## config.mk

```make
export PLATFORM = sky130hd
export DESIGN_NAME = stream_to_axi4_burst_writer_flat
export DESIGN_NICKNAME = d
export VERILOG_FILES = /design/src/rtl/stream_to_axi4_burst_writer_if.sv /design/src/rtl/stream_to_axi4_burst_writer.sv /design/src/flat_wrapper.sv
export SDC_FILE = /design/constraint.sdc
export NUM_CORES = 1
export LEC_CHECK = 0
export ABC_AREA = 1
export CELL_PAD_IN_SITES_DETAIL_PLACEMENT = 1
export CELL_PAD_IN_SITES_GLOBAL_PLACEMENT = 1
export CORE_ASPECT_RATIO = 1.1
export CORE_MARGIN = 4
export CORE_UTILIZATION = 50
export DETAILED_ROUTE_END_ITERATION = 8
export PLACE_DENSITY = 0.82
export SLEW_MARGIN = 30
export SYNTH_ARGS = -nofsm -noshare
export SYNTH_HDL_FRONTEND = slang
export SYNTH_SLANG_ARGS = --single-unit
```

## constraint.sdc

```tcl
create_clock -name clk -period 5 [get_ports clk]
set_input_delay 1 -clock clk [delete_from_list [all_inputs] [get_ports clk]]
set_output_delay 1 -clock clk [all_outputs]
set_load 0.01 [all_outputs]
```

## src/rtl/stream_to_axi4_burst_writer_if.sv

```systemverilog
// rtl/stream_to_axi4_burst_writer_if.sv - stream input and AXI4 write-channel bundle
interface stream_to_axi4_burst_writer_if #(
  parameter int DATA_W = 32,
  parameter int ADDR_W = 32
);
  logic [DATA_W-1:0]   s_axis_tdata;
  logic                s_axis_tvalid;
  logic                s_axis_tlast;
  logic                s_axis_tready;

  logic [ADDR_W-1:0]   m_axi_awaddr;
  logic [7:0]          m_axi_awlen;
  logic [2:0]          m_axi_awsize;
  logic [1:0]          m_axi_awburst;
  logic                m_axi_awvalid;
  logic                m_axi_awready;

  logic [DATA_W-1:0]   m_axi_wdata;
  logic [DATA_W/8-1:0] m_axi_wstrb;
  logic                m_axi_wlast;
  logic                m_axi_wvalid;
  logic                m_axi_wready;

  logic [1:0]          m_axi_bresp;
  logic                m_axi_bvalid;
  logic                m_axi_bready;

  modport master (
    input  s_axis_tdata, s_axis_tvalid, s_axis_tlast,
    output s_axis_tready,
    output m_axi_awaddr, m_axi_awlen, m_axi_awsize, m_axi_awburst, m_axi_awvalid,
    input  m_axi_awready,
    output m_axi_wdata, m_axi_wstrb, m_axi_wlast, m_axi_wvalid,
    input  m_axi_wready,
    input  m_axi_bresp, m_axi_bvalid,
    output m_axi_bready
  );

  modport slave (
    output s_axis_tdata, s_axis_tvalid, s_axis_tlast,
    input  s_axis_tready,
    input  m_axi_awaddr, m_axi_awlen, m_axi_awsize, m_axi_awburst, m_axi_awvalid,
    output m_axi_awready,
    input  m_axi_wdata, m_axi_wstrb, m_axi_wlast, m_axi_wvalid,
    output m_axi_wready,
    output m_axi_bresp, m_axi_bvalid,
    input  m_axi_bready
  );
endinterface

```

## src/rtl/stream_to_axi4_burst_writer.sv

```systemverilog
// rtl/stream_to_axi4_burst_writer.sv - buffers a stream and writes it as INCR bursts into a wrapping region
module stream_to_axi4_burst_writer #(
  parameter int                DATA_W       = 32,
  parameter int                ADDR_W       = 32,
  parameter int                MAX_BURST    = 16,
  parameter int                FIFO_DEPTH   = 32,
  parameter logic [ADDR_W-1:0] BASE_ADDR    = ADDR_W'(32'h8000_0000),
  parameter int                REGION_BYTES = 4096
) (
  input  logic        clk,
  input  logic        reset_n,
  input  logic        enable,
  stream_to_axi4_burst_writer_if.master bus,
  output logic        busy,
  output logic        err_sticky,
  output logic [15:0] burst_count
);

  localparam int BYTES    = DATA_W / 8;
  localparam int SIZE_LOG = $clog2(BYTES);
  localparam int PTR_W    = $clog2(FIFO_DEPTH);
  localparam int CNT_W    = PTR_W + 1;
  localparam logic [ADDR_W-1:0] REGION_END = BASE_ADDR + ADDR_W'(REGION_BYTES);

  typedef enum logic [1:0] {IDLE, AW, W, B} state_t;

  state_t            state;
  logic [ADDR_W-1:0] addr;
  logic [7:0]        awlen_r;
  logic [7:0]        beat_cnt;
  logic              awvalid_r;
  logic              in_w;
  logic              bready_r;

  logic [DATA_W:0]   mem [FIFO_DEPTH];
  logic [PTR_W-1:0]  wr_ptr;
  logic [PTR_W-1:0]  rd_ptr;
  logic [CNT_W-1:0]  count;
  logic              tlast_held;
  logic              full;
  logic              empty;
  logic              push;
  logic              pop;
  logic [DATA_W:0]   head;

  logic [12:0]       bytes_left;
  logic [15:0]       beats_to_4k;
  logic [15:0]       count_x;
  logic [15:0]       thresh;
  logic [15:0]       burst_len;
  logic              launch;
  logic              wlast_int;
  logic [ADDR_W-1:0] adv_addr;

  assign full  = (count == CNT_W'(FIFO_DEPTH));
  assign empty = (count == '0);
  assign head  = mem[rd_ptr];

  assign bus.s_axis_tready = reset_n && enable && !full && !tlast_held;
  assign push = bus.s_axis_tvalid && bus.s_axis_tready;
  assign pop  = bus.m_axi_wvalid && bus.m_axi_wready;

  // Burst length never crosses a 4 KB page and never exceeds what is buffered.
  assign bytes_left  = 13'd4096 - {1'b0, addr[11:0]};
  assign beats_to_4k = 16'(bytes_left >> SIZE_LOG);
  assign count_x     = 16'(count);
  assign thresh      = (16'(MAX_BURST) < beats_to_4k) ? 16'(MAX_BURST) : beats_to_4k;
  assign burst_len   = (count_x < thresh) ? count_x : thresh;
  assign launch      = enable && ((count_x >= thresh) || (tlast_held && count_x != 16'd0));

  assign wlast_int = (beat_cnt == awlen_r);
  assign adv_addr  = addr + ((ADDR_W'(awlen_r) + ADDR_W'(1)) << SIZE_LOG);

  assign bus.m_axi_awaddr  = addr;
  assign bus.m_axi_awlen   = awlen_r;
  assign bus.m_axi_awsize  = 3'(SIZE_LOG);
  assign bus.m_axi_awburst = 2'b01;
  assign bus.m_axi_awvalid = awvalid_r;
  assign bus.m_axi_wdata   = head[DATA_W-1:0];
  assign bus.m_axi_wstrb   = '1;
  assign bus.m_axi_wlast   = in_w && wlast_int;
  assign bus.m_axi_wvalid  = in_w && !empty;
  assign bus.m_axi_bready  = bready_r;

  assign busy = (state != IDLE) || !empty;

  always_ff @(posedge clk) begin
    if (push) begin
      mem[wr_ptr] <= {bus.s_axis_tlast, bus.s_axis_tdata};
    end
  end

  always_ff @(posedge clk) begin
    if (!reset_n) begin
      wr_ptr     <= '0;
      rd_ptr     <= '0;
      count      <= '0;
      tlast_held <= 1'b0;
    end else begin
      if (push) begin
        wr_ptr <= wr_ptr + PTR_W'(1);
      end
      if (pop) begin
        rd_ptr <= rd_ptr + PTR_W'(1);
      end
      count <= count + CNT_W'(push) - CNT_W'(pop);
      // Acceptance is blocked while held, so set and clear never coincide.
      if (push && bus.s_axis_tlast) begin
        tlast_held <= 1'b1;
      end else if (pop && head[DATA_W]) begin
        tlast_held <= 1'b0;
      end
    end
  end

  always_ff @(posedge clk) begin
    if (!reset_n) begin
      state       <= IDLE;
      addr        <= BASE_ADDR;
      awlen_r     <= 8'd0;
      beat_cnt    <= 8'd0;
      awvalid_r   <= 1'b0;
      in_w        <= 1'b0;
      bready_r    <= 1'b0;
      burst_count <= 16'd0;
      err_sticky  <= 1'b0;
    end else begin
      case (state)
        IDLE: begin
          if (launch) begin
            state     <= AW;
            awvalid_r <= 1'b1;
            awlen_r   <= 8'(burst_len - 16'd1);
          end
        end
        AW: begin
          if (bus.m_axi_awready) begin
            state     <= W;
            awvalid_r <= 1'b0;
            in_w      <= 1'b1;
            beat_cnt  <= 8'd0;
          end
        end
        W: begin
          if (pop) begin
            beat_cnt <= beat_cnt + 8'd1;
            if (wlast_int) begin
              state    <= B;
              in_w     <= 1'b0;
              bready_r <= 1'b1;
            end
          end
        end
        B: begin
          if (bus.m_axi_bvalid) begin
            state       <= IDLE;
            bready_r    <= 1'b0;
            burst_count <= burst_count + 16'd1;
            if (bus.m_axi_bresp != 2'b00) begin
              err_sticky <= 1'b1;
            end
            addr <= (adv_addr == REGION_END) ? BASE_ADDR : adv_addr;
          end
        end
        default: state <= IDLE;
      endcase
    end
  end

endmodule

```

## src/flat_wrapper.sv

```systemverilog
// flat-port wrapper written by rule: the top's interface ports become plain ports
module stream_to_axi4_burst_writer_flat 
#(
  parameter int                DATA_W       = 32,
  parameter int                ADDR_W       = 32,
  parameter int                MAX_BURST    = 16,
  parameter int                FIFO_DEPTH   = 32,
  parameter logic [ADDR_W-1:0] BASE_ADDR    = ADDR_W'(32'h8000_0000),
  parameter int                REGION_BYTES = 4096
)
  (clk, reset_n, enable, busy, err_sticky, burst_count, bus_s_axis_tdata, bus_s_axis_tvalid, bus_s_axis_tlast, bus_s_axis_tready, bus_m_axi_awaddr, bus_m_axi_awlen, bus_m_axi_awsize, bus_m_axi_awburst, bus_m_axi_awvalid, bus_m_axi_awready, bus_m_axi_wdata, bus_m_axi_wstrb, bus_m_axi_wlast, bus_m_axi_wvalid, bus_m_axi_wready, bus_m_axi_bresp, bus_m_axi_bvalid, bus_m_axi_bready);
  stream_to_axi4_burst_writer_if #(.DATA_W(DATA_W), .ADDR_W(ADDR_W)) bus_i ();
  input  logic clk;
  input  logic reset_n;
  input  logic enable;
  output logic busy;
  output logic err_sticky;
  output logic [15:0] burst_count;
  input wire logic [$bits(bus_i.s_axis_tdata)-1:0] bus_s_axis_tdata;
  input wire logic [$bits(bus_i.s_axis_tvalid)-1:0] bus_s_axis_tvalid;
  input wire logic [$bits(bus_i.s_axis_tlast)-1:0] bus_s_axis_tlast;
  output wire logic [$bits(bus_i.s_axis_tready)-1:0] bus_s_axis_tready;
  output wire logic [$bits(bus_i.m_axi_awaddr)-1:0] bus_m_axi_awaddr;
  output wire logic [$bits(bus_i.m_axi_awlen)-1:0] bus_m_axi_awlen;
  output wire logic [$bits(bus_i.m_axi_awsize)-1:0] bus_m_axi_awsize;
  output wire logic [$bits(bus_i.m_axi_awburst)-1:0] bus_m_axi_awburst;
  output wire logic [$bits(bus_i.m_axi_awvalid)-1:0] bus_m_axi_awvalid;
  input wire logic [$bits(bus_i.m_axi_awready)-1:0] bus_m_axi_awready;
  output wire logic [$bits(bus_i.m_axi_wdata)-1:0] bus_m_axi_wdata;
  output wire logic [$bits(bus_i.m_axi_wstrb)-1:0] bus_m_axi_wstrb;
  output wire logic [$bits(bus_i.m_axi_wlast)-1:0] bus_m_axi_wlast;
  output wire logic [$bits(bus_i.m_axi_wvalid)-1:0] bus_m_axi_wvalid;
  input wire logic [$bits(bus_i.m_axi_wready)-1:0] bus_m_axi_wready;
  input wire logic [$bits(bus_i.m_axi_bresp)-1:0] bus_m_axi_bresp;
  input wire logic [$bits(bus_i.m_axi_bvalid)-1:0] bus_m_axi_bvalid;
  output wire logic [$bits(bus_i.m_axi_bready)-1:0] bus_m_axi_bready;
  assign bus_i.s_axis_tdata = bus_s_axis_tdata;
  assign bus_i.s_axis_tvalid = bus_s_axis_tvalid;
  assign bus_i.s_axis_tlast = bus_s_axis_tlast;
  assign bus_s_axis_tready = bus_i.s_axis_tready;
  assign bus_m_axi_awaddr = bus_i.m_axi_awaddr;
  assign bus_m_axi_awlen = bus_i.m_axi_awlen;
  assign bus_m_axi_awsize = bus_i.m_axi_awsize;
  assign bus_m_axi_awburst = bus_i.m_axi_awburst;
  assign bus_m_axi_awvalid = bus_i.m_axi_awvalid;
  assign bus_i.m_axi_awready = bus_m_axi_awready;
  assign bus_m_axi_wdata = bus_i.m_axi_wdata;
  assign bus_m_axi_wstrb = bus_i.m_axi_wstrb;
  assign bus_m_axi_wlast = bus_i.m_axi_wlast;
  assign bus_m_axi_wvalid = bus_i.m_axi_wvalid;
  assign bus_i.m_axi_wready = bus_m_axi_wready;
  assign bus_i.m_axi_bresp = bus_m_axi_bresp;
  assign bus_i.m_axi_bvalid = bus_m_axi_bvalid;
  assign bus_m_axi_bready = bus_i.m_axi_bready;
  stream_to_axi4_burst_writer #(.DATA_W(DATA_W), .ADDR_W(ADDR_W), .MAX_BURST(MAX_BURST), .FIFO_DEPTH(FIFO_DEPTH), .BASE_ADDR(BASE_ADDR), .REGION_BYTES(REGION_BYTES)) u_core (.clk(clk), .reset_n(reset_n), .enable(enable), .bus(bus_i), .busy(busy), .err_sticky(err_sticky), .burst_count(burst_count));
endmodule
```

# == After elaboration in Yosys (flattened, before gate mapping) ==
# Memory sizes are Yosys's and may differ from the RTL's. A register that Yosys moved wholly into a read port is not among the register bits.
# Index checks and enable logic that the tools add are counted.
# W data, S select, Z words.
# classes
add_sub_neg,10
order_cmp,3
n_eq_ne,11
mux,29
n_reduce_logical,33
# ops
op,count
$add A32 B32 Y32,1
$eq A32 B32 Y1 const B,1
$mux W32,1
$mux W8,3
$add A16 B1 Y16 const B,1
$pmux W8 S2,1
$reduce_bool A16 Y1,1
$sub A13 B12 Y13 const A,1
$mux W1,12
$reduce_bool A2 Y1,6
$ge A6 B11 Y1,1
$logic_and A1 B1 Y1,11
$lt A5 B11 Y1 const A,1
$lt A6 B11 Y1,1
$mux W11,1
$add A5 B1 Y5 const B,2
$mux W2,5
$mux W5,2
$add A8 B1 Y9 const B,1
$reduce_and A3 Y1,3
$add A8 B1 Y8 const B,1
$eq A8 B8 Y1,1
$pmux W2 S4,1
$reduce_and A4 Y1,2
15 further kinds,25
# word_totals
regBits,87
mem_bits_rw,1056
input_bits,42
output_inout_bits,104
word_cells,100
mem_count,1
# mem_list
name,depth,width,read_ports,rd_clocked_by_memory_dff,wr,line_no,rtl
u_core.mem,32,33,1,1,1,stream_to_axi4_burst_writer.sv:35,logic [DATA_W:0] mem [FIFO_DEPTH];

# == Depth between registers and ports, before layout ==
# Gate-level depths: netlist of the first run.
# depth
depth_word,8
mapped_depth,24
mapped_depth_nobuf,24

# == Worst setup path before layout of the first run ==
# OpenSTA, ideal clock, no wires.
# synth_path
path_kind,in2reg
startpoint,input port reset_n
endpoint,"memory u_core.mem[19][0] (netlist name), enable pin"
setup_time_ps,464
arrival_ps,4026
t_required_ps,4536
path_slack_ps,509
cell_stages,7
path_buffers,1
path_cell_list,buf_2 > nand4_1 > inv_1 > nand2_1 > nor2_1 > nand2_1 > nor3_1
# synth_via
elab_chain_cells,6
# synth_rtl
item,line_no,rtl
from (decl),flat_wrapper.sv:14,input logic reset_n;
$logic_and A1 B1 Y1 (3 in a row),stream_to_axi4_burst_writer.sv:59,assign bus.s_axis_tready = reset_n && enable && !full && !tlast_held;
net bus_s_axis_tready,flat_wrapper.sv:22,output wire logic [$bits(bus_i.s_axis_tready)-1:0] bus_s_axis_tready;
$logic_and A1 B1 Y1,stream_to_axi4_burst_writer.sv:60,assign push = bus.s_axis_tvalid && bus.s_axis_tready;
$mux W1,stream_to_axi4_burst_writer.sv:88,if (push) begin
$mux W1 (implied by the code),stream_to_axi4_burst_writer.sv:89,"mem[wr_ptr] <= {bus.s_axis_tlast, bus.s_axis_tdata};"
to (decl),stream_to_axi4_burst_writer.sv:35,
# The timed path passes the listed nets, and every way through them passes these cells.

==> results.sh, run 1 <==
export IMPL_synthArstFlopShare_pct=0
export IMPL_post_route_min_period_ns=5.01
export IMPL_hold_viol=0
export IMPL_synth_cell_types=46
export IMPL_grt_max_degree=135
export IMPL_dr_first_iter_drc_count=4060
export IMPL_skew_ns=0.0252
export IMPL_holdPathStages=2
export IMPL_synth_edf_count=1056
export IMPL_worstPathRequired_ns=4.00
export IMPL_die_width_um=300
export IMPL_final_setup_viol_count=1
export IMPL_worst_pin_slew_ns=0.882
export IMPL_grt_pass1_vias=36355
export IMPL_path_clk_slew_ns=0.06
export IMPL_max_stage_delay_ns=0.71
export IMPL_synth_top_cell_by_area="edfxtp_1"
export IMPL_vias=34332
export IMPL_max_freq_ghz=0.200
export IMPL_grt_overflow=0
export IMPL_synth_area_top_cells="edfxtp_1 68%, o21ai_0 6.5%, nor2_1 5.8%, dfxtp_1 3.8%, o221ai_1 3.6%"
export IMPL_critical_path_slowest_cell="dfxtp_4"
export IMPL_startpoint_type="flop"
export IMPL_first_pass_iters=6
export IMPL_nNetsFinal=4045
export IMPL_powerDensity_mw_per_mm2=432
export IMPL_h_tree_depth=3
export IMPL_drt_vias_per_instance=6.46
export IMPL_synth_top_area_share_pct=67.6
export IMPL_io_buffers=134
export IMPL_cts_tree="yes"
export IMPL_cts_sinks=1146
export IMPL_final_area_mm2=0.0540
export IMPL_finalNonFillerCells=5316
export IMPL_ant_nets=0
export IMPL_synthCells=3860
export IMPL_syn_to_final_growth_pct=15.1
export IMPL_core_rowCount=117
export IMPL_violations="negative setup slack"
export IMPL_slew_viol_final=0
export IMPL_place_inst=5096
export IMPL_clockRootBuffer="clkbuf_16"
export IMPL_path_cells="buf_4 -> o21ai_0 -> o221ai_1 -> nand3_1 -> a32oi_1 -> clkdlybuf4s50_1"
export IMPL_wl_mm=159
export IMPL_die_area_mm2=0.0988
export IMPL_cp_arrival_ns=4.01
export IMPL_die_y_um=329
export IMPL_crit_path_max_fanout=38
export IMPL_end_kind="output pin"
export IMPL_ir_worst_vdd_mv=0.280
export IMPL_wire_per_inst_um=29.9
export IMPL_start_util_pct=50.5
export IMPL_hpwlAfterDp_mm=84.8
export IMPL_outcome="finished with violations"
export IMPL_syn_area_per_cell_um2=12.2
export IMPL_ys_ff_latch=1146
export IMPL_fin_crit_sh_pct=100
export IMPL_p_leak_nw=18.0
export IMPL_hp_class="flop to flop"
export IMPL_placed_cell_area_mm2=0.0501
export IMPL_grt_total_usage_pct=31.8
export IMPL_reg2reg_depth=21
export IMPL_antenna_found_initial=11
export IMPL_clock_latency_ns=0.71
export IMPL_worst_slack_ns=-0.0123
export IMPL_fillerInstances=9200
export IMPL_clock_path_buffers=3
export IMPL_grt_pass1_wl_mm=232
export IMPL_ys_warn_count=0
export IMPL_cts_inserted_buffers=111
export IMPL_core_area_mm2=0.0928
export IMPL_gp_congestion=0.831
export IMPL_path_class="flop to output pin"
export IMPL_num_io_pins=146
export IMPL_synth_seq_area_share_pct=71.4
export IMPL_slew_headroom_pct=41.2
export IMPL_cts_hold_buf=0
export IMPL_ys_dominant_reg_cell="edfxtp_1"
export IMPL_synthesis_area_mm2=0.0469
export IMPL_drc_errors=0
export IMPL_power_total_mw=23.3
export IMPL_drive_above_1_share_pct=8.99
export IMPL_maxCapViolCount=0
-- metrics by stage --
step	setup TNS [ns]	hold slack [ns]	util (%)	setup WS, ns
2_1_floorplan	0	0.452	-	0.509
3_3_place_gp	0	0.439	54.0	0.809
3_5_place_dp	0	0.449	54.0	0.775
4_1_cts	0	0.456	58.3	0.0964
5_1_grt	-0.0165	0.473	58.2	-0.0165
6_report	-0.0123	0.457	58.2	-0.0123
-- power by group --
part           leakage [nW]  switching (mW)  total [mW]  internal [mW]
Clock                  1.91            3.83        9.10           5.26
Sequential             10.2           0.154        10.7           10.6
Combinational          5.84            2.38        3.50           1.12
Total                  18.0            6.37        23.3           16.9
-- cell usage in the layout (no fill, tap or decap), drive strengths merged, types with 75 or more instances in the layout --
| master | instances |
|---|---|
| edfxtp | 1056 |
| nor2 | 726 |
| o21ai | 618 |
| nand2 | 294 |
| o221ai | 192 |
| inv | 164 |
| nand3 | 139 |
| clkbuf | 132 |
| buf | 129 |
| clkdlybuf4s50 | 101 |
| dfxtp | 90 |
| a21oi | 75 |
-- critical path: cells and delay by family (launching register included) --
kind / cells / cell delay, ns
AO/OA/AOI/OAI: 3 / 1.24
AND/OR/NAND/NOR: 1 / 0.16
flip-flops: 1 / 0.71
buffers and inverters: 2 / 1.16
-- path summary, 6_finish.rpt --
kind                               from                  endpoint  slack [ns]
max                                flop       bus_m_axi_wdata[19]       -0.01
min                   u_core.err_sticky         u_core.err_sticky        0.46
max reg2reg  u_core.bus.m_axi_awaddr[3]  u_core.bus.m_axi_awvalid        1.08
min reg2reg           u_core.err_sticky         u_core.err_sticky        0.46
-- logic make-up (layout without fill, tap and decap cells) --
| logic type | after synthesis | in the layout | share of synthesized area, % |
|---|---|---|---|
| AOI/OAI and AO/OA | 1023 | 1023 | 13.0 |
| DFF | 1146 | 1146 | 71.4 |
| buffers and inverters | 410 | 599 | 3.51 |
| and+or+nand+nor | 1217 | 1217 | 10.5 |
| adders and majority gates | 41 | 41 | 1.13 |
| other | 2 | 20 | 0.0160 |
| xor gates and xnor gates | 21 | 21 | 0.392 |
-- sequential cells by signal (all words and copies together), names as in the netlist, 2 cells and up, named ones only --
name / cells
u_core.beat_cnt: 8
u_core.burst_count: 16
u_core.bus.m_axi_awaddr: 30
u_core.bus.m_axi_awlen: 8
u_core.count: 6
u_core.mem: 1056
u_core.rd_ptr: 5
u_core.state: 2
u_core.wr_ptr: 5
-- routing by layer --
metal | track usage [%] | wire (um) | share of wire (%)
met1 | 37.7 | 55900 | 35
met2 | 53.8 | 78000 | 49
met3 | 7.98 | 15500 | 9.7
met4 | 17.1 | 9490 | 6.0
met5 | 0 | 12 | 0.0075
-- synth_stat cells, types with 5 or more instances --
master and count:
clkbuf_1 187, o221ai_1 192, buf_4 14, edfxtp_1 1056
o22ai_1 72, nor2_1 722, nand2_2 5, xor2_1 15
nand2_1 288, a32oi_1 24, xnor2_1 6, nand3b_1 6
buf_2 44, a31oi_1 34, nor3_1 20, nand3_1 139
o21ai_1 9, dfxtp_1 90, o21ai_0 607, inv_1 152
nand4_1 17, a21oi_1 75, ha_1 39, buf_1 6
-- area by class of cell --
type	instances	area (um^2)	share of cell area, %
Antenna cell	8	20.0	0.0371
Clock buffer	132	2980	5.52
Clock inverter	78	937	1.74
Inverter	159	626	1.16
Multi-Input combinational cell	2314	12000	22.3
Sequential cell	1146	33500	62.1
Tap cell	1249	1560	2.89
Timing Repair Buffer	230	2310	4.28
-- what timing repair did --
action	4_1_cts	5_1_grt
endpoints found under the setup margin	5	4
setup buffers	2	0
resized for setup	0	4
Note: power is estimated with default switching activity, not from simulation.
==> inputs of run 2 (changes only) <==
--- a/config.mk
+++ b/config.mk
@@ -6,13 +6,14 @@
 export NUM_CORES = 1
 export LEC_CHECK = 0
 export ABC_AREA = 1
+export CAP_MARGIN = 15
 export CELL_PAD_IN_SITES_DETAIL_PLACEMENT = 1
 export CELL_PAD_IN_SITES_GLOBAL_PLACEMENT = 1
 export CORE_ASPECT_RATIO = 1.1
 export CORE_MARGIN = 4
-export CORE_UTILIZATION = 50
+export CORE_UTILIZATION = 40
 export DETAILED_ROUTE_END_ITERATION = 8
-export PLACE_DENSITY = 0.82
+export PLACE_DENSITY = 0.68
 export SLEW_MARGIN = 30
 export SYNTH_ARGS = -nofsm -noshare
 export SYNTH_HDL_FRONTEND = slang
==> run 2 against run 1 <==
Against the previous run:
- the run now ends clean
- total power fell by 0.95%
- sequential power about the same
- first-iteration DRC count shrank 25%
- clock skew grew 0.021 ns
- critical endpoint is now bus_m_axi_wdata[11]
==> results.sh, run 2 (same netlist as run 1, synthesis figures left out) <==
export IMPL_outcome="completed"
export IMPL_ant_nets=0
export IMPL_nNetsFinal=4055
export IMPL_grt_max_degree=102
export IMPL_die_y_um=367
export IMPL_worst_pin_slew_ns=0.963
export IMPL_drt_vias_per_instance=5.87
export IMPL_largest_reg_flops=1056
export IMPL_cts_sinks=1146
export IMPL_drive_above_1_share_pct=9.04
export IMPL_die_width_um=335
export IMPL_reg2reg_slack_ns=1.12
export IMPL_hp_class="flop to flop"
export IMPL_clock_latency_ns=0.72
export IMPL_clockRootBuffer="clkbuf_16"
export IMPL_dr_first_iter_drc_count=3030
export IMPL_gp_congestion=0.807
export IMPL_p_leak_nw=18.0
export IMPL_max_freq_ghz=0.209
export IMPL_ff_latch_area_mm2=0.0335
export IMPL_antenna_found_initial=17
export IMPL_reg2reg_from="u_core.bus.m_axi_awaddr[2]"
export IMPL_h_tree_depth=3
export IMPL_crit_family="compound AO/OA/AOI/OAI gates"
export IMPL_num_io_pins=146
export IMPL_reg2reg_to="u_core.bus.m_axi_awvalid"
export IMPL_crit_top_cell="o21ai_0"
export IMPL_maxCapViolCount=0
export IMPL_wl_met3_mm=11.7
export IMPL_max_stage_delay_ns=0.68
export IMPL_grt_pass1_vias=34192
export IMPL_powerDensity_mw_per_mm2=424
export IMPL_end_kind="output pin"
export IMPL_cts_hold_buf=0
export IMPL_slew_headroom_pct=35.8
export IMPL_crit_end="bus_m_axi_wdata[11]"
export IMPL_post_cts_setup_buffers=0
export IMPL_post_route_min_period_ns=4.78
export IMPL_met1Wirelength_mm=61.7
export IMPL_power_total_mw=23.1
export IMPL_reg2reg_depth=21
export IMPL_core_area_mm2=0.116
export IMPL_cts_inserted_buffers=117
export IMPL_ir_worst_vdd_mv=0.344
export IMPL_crit_path_max_fanout=44
export IMPL_multi_input_area_mm2=0.0120
export IMPL_cp_arrival_ns=3.78
export IMPL_regMostFlops="u_core.mem"
export IMPL_critical_path_slowest_cell="dfxtp_4"
export IMPL_crit_buf_inv=2
export IMPL_wl_met2_mm=73.8
export IMPL_final_cell_mix="1056 x edfxtp_1, 694 x nor2_1, 607 x o21ai_0"
export IMPL_grt_overflow=0
export IMPL_wire_per_inst_um=27.2
export IMPL_first_pass_iters=6
export IMPL_startpoint_type="flop"
export IMPL_slew_viol_final=0
export IMPL_hpwlAfterDp_mm=84.4
export IMPL_placed_cell_area_mm2=0.0506
export IMPL_syn_to_final_growth_pct=16.0
export IMPL_hold_viol=0
export IMPL_setup_tns_ns=0
export IMPL_path_clk_slew_ns=0.06
export IMPL_start_util_pct=40.4
export IMPL_clock_path_buffers=3
export IMPL_vias=32930
export IMPL_final_setup_viol_count=0
export IMPL_grt_total_usage_pct=24.4
export IMPL_path_class="flop to output pin"
export IMPL_die_area_mm2=0.123
export IMPL_fillerInstances=11997
export IMPL_wl_mm=152
export IMPL_skew_ns=0.0466
export IMPL_core_rowCount=131
export IMPL_top_layer="met5"
export IMPL_ctsResizeCount=0
export IMPL_grt_pass1_wl_mm=223
export IMPL_fin_crit_sh_pct=95.7
export IMPL_final_area_mm2=0.0544
export IMPL_crit_cells=8
export IMPL_path_cells="buf_4 -> o21ai_0 -> o22ai_1 -> o21ai_0 -> o21ai_0 -> nor2_1 -> a31oi_1 -> clkdlybuf4s50_1"
export IMPL_drc_errors=0
export IMPL_io_buffers=134
export IMPL_worstPathRequired_ns=4.00
export IMPL_rsz0062_at_grt="false"
export IMPL_layout_commonest_cell="edfxtp_1"
export IMPL_cts_tree="yes"
==> run 2: cell count changes in the layout (fill, tap and decap cells not counted), moves of 4 or more <==
cell,before,now
inv_6,9,4
clkbuf_1,13,20
clkinv_2,17,31
clkbuf_16,115,119
buf_12,33,40
clkinv_4,5,0
==> run 2: final cells by class <==
class                      count  share of cell area [%]
sequential                  1146                    61.6
multi-input combinational   2314                    22.1
clock buffer                 143                    5.71
timing repair buffer         234                    4.46
tap                         1529                    3.52
clock inverter                76                    1.46
inverter                     159                    1.14
antenna                        5                  0.0230
==> run 2: where the power goes <==
part           switching [mW]  leakage (nW)  internal [mW]  total [mW]
combinational            2.27          5.88           1.13        3.40
sequential              0.145          10.2           10.6        10.7
clock                    3.76          1.93           5.23        8.98
total                    6.17          18.0           16.9        23.1
==> run 2: per-stage QoR <==
step / util, % / instances / hold slack, ns / setup WS, ns
5_1_grt: 46.8 / 5601 / 0.471 / 0.0505
3_3_place_gp: 43.6 / 5382 / 0.445 / 0.904
6_report: 46.8 / 5606 / 0.456 / 0.215
3_5_place_dp: 43.5 / 5382 / 0.445 / 0.775
2_1_floorplan: - / 3870 / 0.452 / 0.509
4_1_cts: 46.9 / 5601 / 0.456 / 0.117
==> run 2: worst min path at each step <==
stage | startpoint | cells after the start | endpoint | slack [ns]
final | u_core.err_sticky | 2 | u_core.err_sticky | 0.46
after global routing | u_core.err_sticky | 2 | u_core.err_sticky | 0.47
after CTS | u_core.err_sticky | 2 | u_core.err_sticky | 0.46
after detailed placement | u_core.err_sticky | 2 | u_core.err_sticky | 0.44
after global placement | u_core.err_sticky | 2 | u_core.err_sticky | 0.45
after floorplan | u_core.tlast_held | 2 | u_core.tlast_held | 0.45
==> run 2: worst min-delay path, stage by stage (launching register included) <==
cell and delay, ns:
dfxtp_1 0.31, inv_1 0.05, a21oi_1 0.05
==> run 2: metal layers <==
metal	vias up	GRT usage (%)
met5	-	0
met4	6	8.56
met3	304	4.52
met2	1322	40.7
met1	16859	32.0
li1	14439	-
